File: config.mk
export PLATFORM = sky130hd
export DESIGN_NAME = regfile_sb_flat
export DESIGN_NICKNAME = d
export VERILOG_FILES = /design/src/rtl/regfile_sb_if.sv /design/src/rtl/regfile_sb.sv /design/src/flat_wrapper.sv
export SDC_FILE = /design/constraint.sdc
export NUM_CORES = 2
export LEC_CHECK = 0
export CORE_ASPECT_RATIO = 2
export CORE_MARGIN = 8
export CORE_UTILIZATION = 50
export CTS_BUF_LIST = sky130_fd_sc_hd__clkbuf_4 sky130_fd_sc_hd__clkbuf_8
export DETAILED_ROUTE_END_ITERATION = 7
export HOLD_SLACK_MARGIN = 0.1
export PLACE_DENSITY = 0.69
export REMOVE_ABC_BUFFERS = 1
export SYNTH_ARGS = -nofsm -noshare
export SYNTH_HDL_FRONTEND = slang
export SYNTH_SLANG_ARGS = --single-unit
File: constraint.sdc
create_clock -name clk -period 8.6 [get_ports clk]
set_input_delay 1.72 -clock clk [delete_from_list [all_inputs] [get_ports clk]]
set_output_delay 1.72 -clock clk [all_outputs]
set_load 0.1 [all_outputs]
File: src/rtl/regfile_sb_if.sv
// Register file access bundle: two read ports, writeback, issue and flush.
// The master modport drives addresses and commands; the slave returns data and busy state.
interface regfile_sb_if #(
    parameter int XLEN = 32,
    parameter int NREG = 32
);
    localparam int AW = $clog2(NREG);
    localparam int CW = $clog2(NREG + 1);

    logic [AW-1:0]   a1;
    logic [AW-1:0]   a2;
    logic [XLEN-1:0] rd1;
    logic [XLEN-1:0] rd2;
    logic            busy1;
    logic            busy2;
    logic            we3;
    logic [AW-1:0]   a3;
    logic [XLEN-1:0] wd3;
    logic            iss_en;
    logic [AW-1:0]   iss_rd;
    logic            flush;
    logic [CW-1:0]   busy_cnt;

    modport master (
        output a1, a2, we3, a3, wd3, iss_en, iss_rd, flush,
        input  rd1, rd2, busy1, busy2, busy_cnt
    );

    modport slave (
        input  a1, a2, we3, a3, wd3, iss_en, iss_rd, flush,
        output rd1, rd2, busy1, busy2, busy_cnt
    );
endinterface

File: src/rtl/regfile_sb.sv
// 2-read/1-write register file with optional writeback bypass
// and a per-register busy scoreboard; register 0 reads as zero.
module regfile_sb #(
    parameter int XLEN   = 32,
    parameter int NREG   = 32,
    parameter int BYPASS = 1
) (
    input logic          clk,
    input logic          rst_n,
    regfile_sb_if.slave  bus
);
    localparam int AW = $clog2(NREG);
    localparam int CW = $clog2(NREG + 1);

    logic [XLEN-1:0] rf_q [NREG];
    logic [NREG-1:0] busy_q;
    logic [NREG-1:0] busy_d;
    logic [CW-1:0]   cnt_q;
    logic [CW-1:0]   cnt_d;

    logic            wr_en;
    logic            hit1;
    logic            hit2;
    logic [XLEN-1:0] rd1_v;
    logic [XLEN-1:0] rd2_v;

    assign wr_en = bus.we3 && (bus.a3 != '0);
    assign hit1  = (BYPASS != 0) && bus.we3 && (bus.a3 == bus.a1);
    assign hit2  = (BYPASS != 0) && bus.we3 && (bus.a3 == bus.a2);

    always_ff @(posedge clk or negedge rst_n) begin
        if (!rst_n) begin
            for (int i = 0; i < NREG; i++) begin
                rf_q[i] <= '0;
            end
        end else if (wr_en) begin
            rf_q[bus.a3] <= bus.wd3;
        end
    end

    // Issue is applied after writeback so a new producer supersedes a completing one.
    always_comb begin
        busy_d = busy_q;
        if (bus.flush) begin
            busy_d = '0;
        end else begin
            if (bus.we3) begin
                busy_d[bus.a3] = 1'b0;
            end
            if (bus.iss_en) begin
                busy_d[bus.iss_rd] = 1'b1;
            end
        end
        busy_d[0] = 1'b0;
    end

    always_comb begin
        cnt_d = '0;
        for (int i = 1; i < NREG; i++) begin
            cnt_d = cnt_d + CW'(busy_d[i]);
        end
    end

    always_ff @(posedge clk or negedge rst_n) begin
        if (!rst_n) begin
            busy_q <= '0;
            cnt_q  <= '0;
        end else begin
            busy_q <= busy_d;
            cnt_q  <= cnt_d;
        end
    end

    always_comb begin
        rd1_v = rf_q[bus.a1];
        if (bus.a1 == AW'(0)) begin
            rd1_v = '0;
        end else if (hit1) begin
            rd1_v = bus.wd3;
        end
    end

    always_comb begin
        rd2_v = rf_q[bus.a2];
        if (bus.a2 == AW'(0)) begin
            rd2_v = '0;
        end else if (hit2) begin
            rd2_v = bus.wd3;
        end
    end

    assign bus.rd1      = rd1_v;
    assign bus.rd2      = rd2_v;
    assign bus.busy1    = busy_q[bus.a1] && !hit1;
    assign bus.busy2    = busy_q[bus.a2] && !hit2;
    assign bus.busy_cnt = cnt_q;
endmodule
File: src/flat_wrapper.sv
// flat-port wrapper written by rule: the top's interface ports become plain ports
module regfile_sb_flat 
#(
    parameter int XLEN   = 32,
    parameter int NREG   = 32,
    parameter int BYPASS = 1
)
  (clk, rst_n, bus_a1, bus_a2, bus_we3, bus_a3, bus_wd3, bus_iss_en, bus_iss_rd, bus_flush, bus_rd1, bus_rd2, bus_busy1, bus_busy2, bus_busy_cnt);
  regfile_sb_if #(.XLEN(XLEN), .NREG(NREG)) bus_i ();
  input logic clk;
  input logic rst_n;
  input wire logic [$bits(bus_i.a1)-1:0] bus_a1;
  input wire logic [$bits(bus_i.a2)-1:0] bus_a2;
  input wire logic [$bits(bus_i.we3)-1:0] bus_we3;
  input wire logic [$bits(bus_i.a3)-1:0] bus_a3;
  input wire logic [$bits(bus_i.wd3)-1:0] bus_wd3;
  input wire logic [$bits(bus_i.iss_en)-1:0] bus_iss_en;
  input wire logic [$bits(bus_i.iss_rd)-1:0] bus_iss_rd;
  input wire logic [$bits(bus_i.flush)-1:0] bus_flush;
  output wire logic [$bits(bus_i.rd1)-1:0] bus_rd1;
  output wire logic [$bits(bus_i.rd2)-1:0] bus_rd2;
  output wire logic [$bits(bus_i.busy1)-1:0] bus_busy1;
  output wire logic [$bits(bus_i.busy2)-1:0] bus_busy2;
  output wire logic [$bits(bus_i.busy_cnt)-1:0] bus_busy_cnt;
  assign bus_i.a1 = bus_a1;
  assign bus_i.a2 = bus_a2;
  assign bus_i.we3 = bus_we3;
  assign bus_i.a3 = bus_a3;
  assign bus_i.wd3 = bus_wd3;
  assign bus_i.iss_en = bus_iss_en;
  assign bus_i.iss_rd = bus_iss_rd;
  assign bus_i.flush = bus_flush;
  assign bus_rd1 = bus_i.rd1;
  assign bus_rd2 = bus_i.rd2;
  assign bus_busy1 = bus_i.busy1;
  assign bus_busy2 = bus_i.busy2;
  assign bus_busy_cnt = bus_i.busy_cnt;
  regfile_sb #(.XLEN(XLEN), .NREG(NREG), .BYPASS(BYPASS)) u_core (.clk(clk), .rst_n(rst_n), .bus(bus_i));
endmodule
==> metrics.md <==
| Metric | Value |
|---|---|
| Outcome | finished, final reports clean |
| Synth cell types | 65 |
| Rel. slew slack | 0.2415 |
| Die Width | 257.0 microns |
| Synth Area in Compound Gates | 0.06449 |
| Synth Area in Simple Gates | 0.02295 |
| Async set-or-reset flop fraction in the synthesized netlist | 1.000 |
| H-tree levels | 4 |
| EDFF count, synth | 0 |
| TritonCTS clock tree | yes |
| Synth Area in Adders | 0.009868 |
| Dpl ws | 0.4723 ns |
| Most common cell after layout, fill and taps aside | dfrtp_1 |
| Row Count | 177 |
| Fin area | 63,520 sq um |
| Worst Setup End Kind | register |
| Setup TNS | 0 ns |
| Worst EP required | 9.37 ns |
| Post-Synth XOR/XNOR Area | 0.001961 |
| Worst Path Max Fanout | 14 |
| Startpoint Class | input pin |
| Final Cycle Share | 0.8450 |
| Mux cell area share after synthesis | 0.3995 |
| Syn Area/Cell | 14.19 sq um |
| PwrDens | 226.6 nW/um^2 |
| Hold_sp | u_core.rf_q[1006]$_DFFE_PN0P_ |
| Die Area | 128,000 sq um |
| Global Route Usage Sum | 0.2916 |
| Register area | 26,550 sq um |
| Worst-path clk slew | 0.06 ns |
| Post-Layout Cell Count | 5,698 |
| Slew Limit Fails | 0 |
| Initial DRT Pass Iterations | 6 |
| Area growth syn-to-layout | 9.388% |
| Post-synth top flop | dfrtp_1 |
| Hold endpoint | u_core.rf_q[1006]$_DFFE_PN0P_ |
| Reg-to-reg critical path startpoint | u_core.busy_q[2]$_DFF_PN0_ |
| Post-DP Area | 60,120 sq um |
| Maxcap violations | 0 |
| Cts repair resizes | 0 |
| Synth top area share | 0.4572 |
| FF-to-FF setup slack | 3.35 ns |
| Post-DP HPWL | 105,700 microns |
| CTS Root Cell | clkbuf_8 |
| Nets | 4,150 |
| Max VDD drop | 0.2179 mV |
| Hold buffers post-CTS | 0 |
| Netlist Area Pre-Place | 58,070 sq um |
| Fraction of layout cells with a size suffix above 1 | 0.4570 |
| Main combinational cell family by area after synthesis | multiplexers |
| Setup ws final | 1.333 ns |
| Worst Reg-to-Reg Cells | 16 |
| Dominant cell type by area after synthesis | dfrtp_1 |
| Most frequent cells in the layout | dfrtp_1 (1,061), mux2_2 (949), mux4_2 (398) |
| First-pass GRT wire length | 278,400 microns |
| Routed WL | 188,100 microns |
| Area of the multi-input gates | 29,220 sq um |
| Final setup fails | 0 |
| Final routed DRC violation total | 0 |
| Setup bufs post-CTS | 0 |
| Layout fillers | 9,356 |
| Total CTS buffers | 159 |
| Pin count of the biggest net entering global routing | 173 |
| Leakage power | 27.91 nW |
| Worst slew pin tran | 1.134 ns |
| Initial Util | 0.5014 |
| Synth Warn # | 0 |
| Crit path arrival time | 8.04 ns |
| Max Freq | 0.1376 GHz |
| RSZ-0062 raised after global routing | false |
| Cells after synthesis | 4,093 |
| Buffers on Ports | 128 |
| Clock Skews | 0.01469 ns |
| Routed vias | 39,200 |
| Vias in the first global route | 41,180 |
| Core Area | 115,800 sq um |
| Clk buf depth | 3 |
| Area contributors post-synth | dfrtp_1 (46%), mux2_2 (18%), mux4_2 (15%) |
| Initial DRC Count | 3,714 |
| Sequential share of the synthesized area | 0.4572 |
| Reg2reg end | u_core.bus.busy_cnt[4]$_DFF_PN0_ |
| Vias/cell | 6.880 |
| Io pins | 129 |
| Initial antenna violation count | 7 |
| Yosys reg bits | 1,061 |
| Period minus WS final | 7.267 ns |
| RePlAce Congestion | 0.8480 |
| Remaining Overflow, GRT | 0 |
| Die Y | 498.0 microns |
| CP Class | in2reg |
| Insertion delay to the later sink of the worst-skew pair | 0.86 ns |
| WHS Path Cells | 0 |
| DP Cell Count | 5,421 |
| Final Hold Vio Count | 0 |
| Clock Sinks | 1,061 |
| Post-DRT Antenna Nets | 0 |
| Routed len/inst | 33.02 microns |
| Hold Path Class | reg2reg |
[state kept, by name, indices dropped and copies added (netlist names)]
register and cells:
u_core.bus.busy_cnt 6, u_core.rf_q 1024, u_core.busy_q 31
[critical path, stage by stage]
cell	delay (ns)
clkdlybuf4s50_1	0.89
nand3b_1	0.62
o21ai_0	0.36
a21o_1	0.19
fa_1	0.45
fa_1	0.52
inv_1	0.05
fa_1	0.48
inv_1	0.05
fa_1	0.48
fa_1	0.50
inv_1	0.05
fa_1	0.44
ha_1	0.23
fa_1	0.47
a21o_1	0.20
a21oi_1	0.16
xnor2_1	0.15
[report_power, final]
part | leakage, nW | internal [W] | switching [W] | total (W)
combinational | 12.5 | 0.00171 | 0.00164 | 0.00335
clock | 1.81 | 0.00240 | 0.00205 | 0.00445
sequential | 13.6 | 0.00591 | 0.000676 | 0.00659
total | 27.9 | 0.0100 | 0.00437 | 0.0144
[layer usage]
metal | up-vias | part of all wire | track usage
met5 | - | 0.00030 | 0
met4 | 8 | 0.065 | 0.1690
met3 | 696 | 0.087 | 0.07108
met2 | 2117 | 0.48 | 0.4629
met1 | 20750 | 0.37 | 0.3620
li1 | 15640 | - | -
[how the worst max path moves through the flow]
stage                                       end  cells after the start       from  slack (ns)
2_1_floorplan  u_core.bus.busy_cnt[4]$_DFF_PN0_                     18  bus_a3[4]        1.30
3_3_place_gp   u_core.bus.busy_cnt[4]$_DFF_PN0_                     18  bus_a3[0]        0.65
3_5_place_dp   u_core.bus.busy_cnt[4]$_DFF_PN0_                     18  bus_a3[0]        0.47
4_1_cts        u_core.bus.busy_cnt[4]$_DFF_PN0_                     18  bus_a3[0]        1.40
5_1_grt        u_core.bus.busy_cnt[4]$_DFF_PN0_                     18  bus_a3[0]        1.14
6_report       u_core.bus.busy_cnt[4]$_DFF_PN0_                     18  bus_a3[0]        1.33
[area by class of cell]
type / count / area share
Antenna cell: 2 / 0.00007879
Clock buffer: 250 / 0.04993
Timing Repair Buffer: 258 / 0.03557
Multi-Input combinational cell: 2530 / 0.4600
Clock inverter: 25 / 0.003506
Inverter: 51 / 0.003014
Sequential cell: 1061 / 0.4180
Tap cell: 1521 / 0.02996
[cell usage after synthesis (21+ instances only)]
cell      instances
a21oi_1          66
a22oi_1         179
a31oi_1          24
buf_1            37
buf_2           116
buf_4            28
buf_6            47
clkbuf_1        215
dfrtp_1        1061
fa_1             23
inv_1            49
mux2_1           44
mux2_2          949
mux2i_1         305
mux4_2          398
nand2_1         123
nand3_1          31
nor2_1           36
o211ai_1         21
o21ai_0          56
o22a_1           22
o22ai_1          24
[cells by family after synthesis]
logic type | after synthesis
DFF | 1061
and+or+nand+nor | 271
xor gates and xnor gates | 13
muxes | 1696
AOI/OAI and AO/OA | 518
adders and majority gates | 32
buffers and inverters | 502
[metrics by stage]
| stage | utilization | total power [W] | hold slack (ns) |
|---|---|---|---|
| after floorplan | - | 0.008845 | 0.3653 |
| after global placement | 0.5191 | 0.009814 | 0.3769 |
| after detailed placement | 0.5191 | 0.009977 | 0.3823 |
| after CTS | 0.5484 | 0.01443 | 0.3966 |
| after global routing | 0.5484 | 0.01499 | 0.4104 |
| final | 0.5484 | 0.01439 | 0.3934 |
Power figures use the tool's default switching activity.
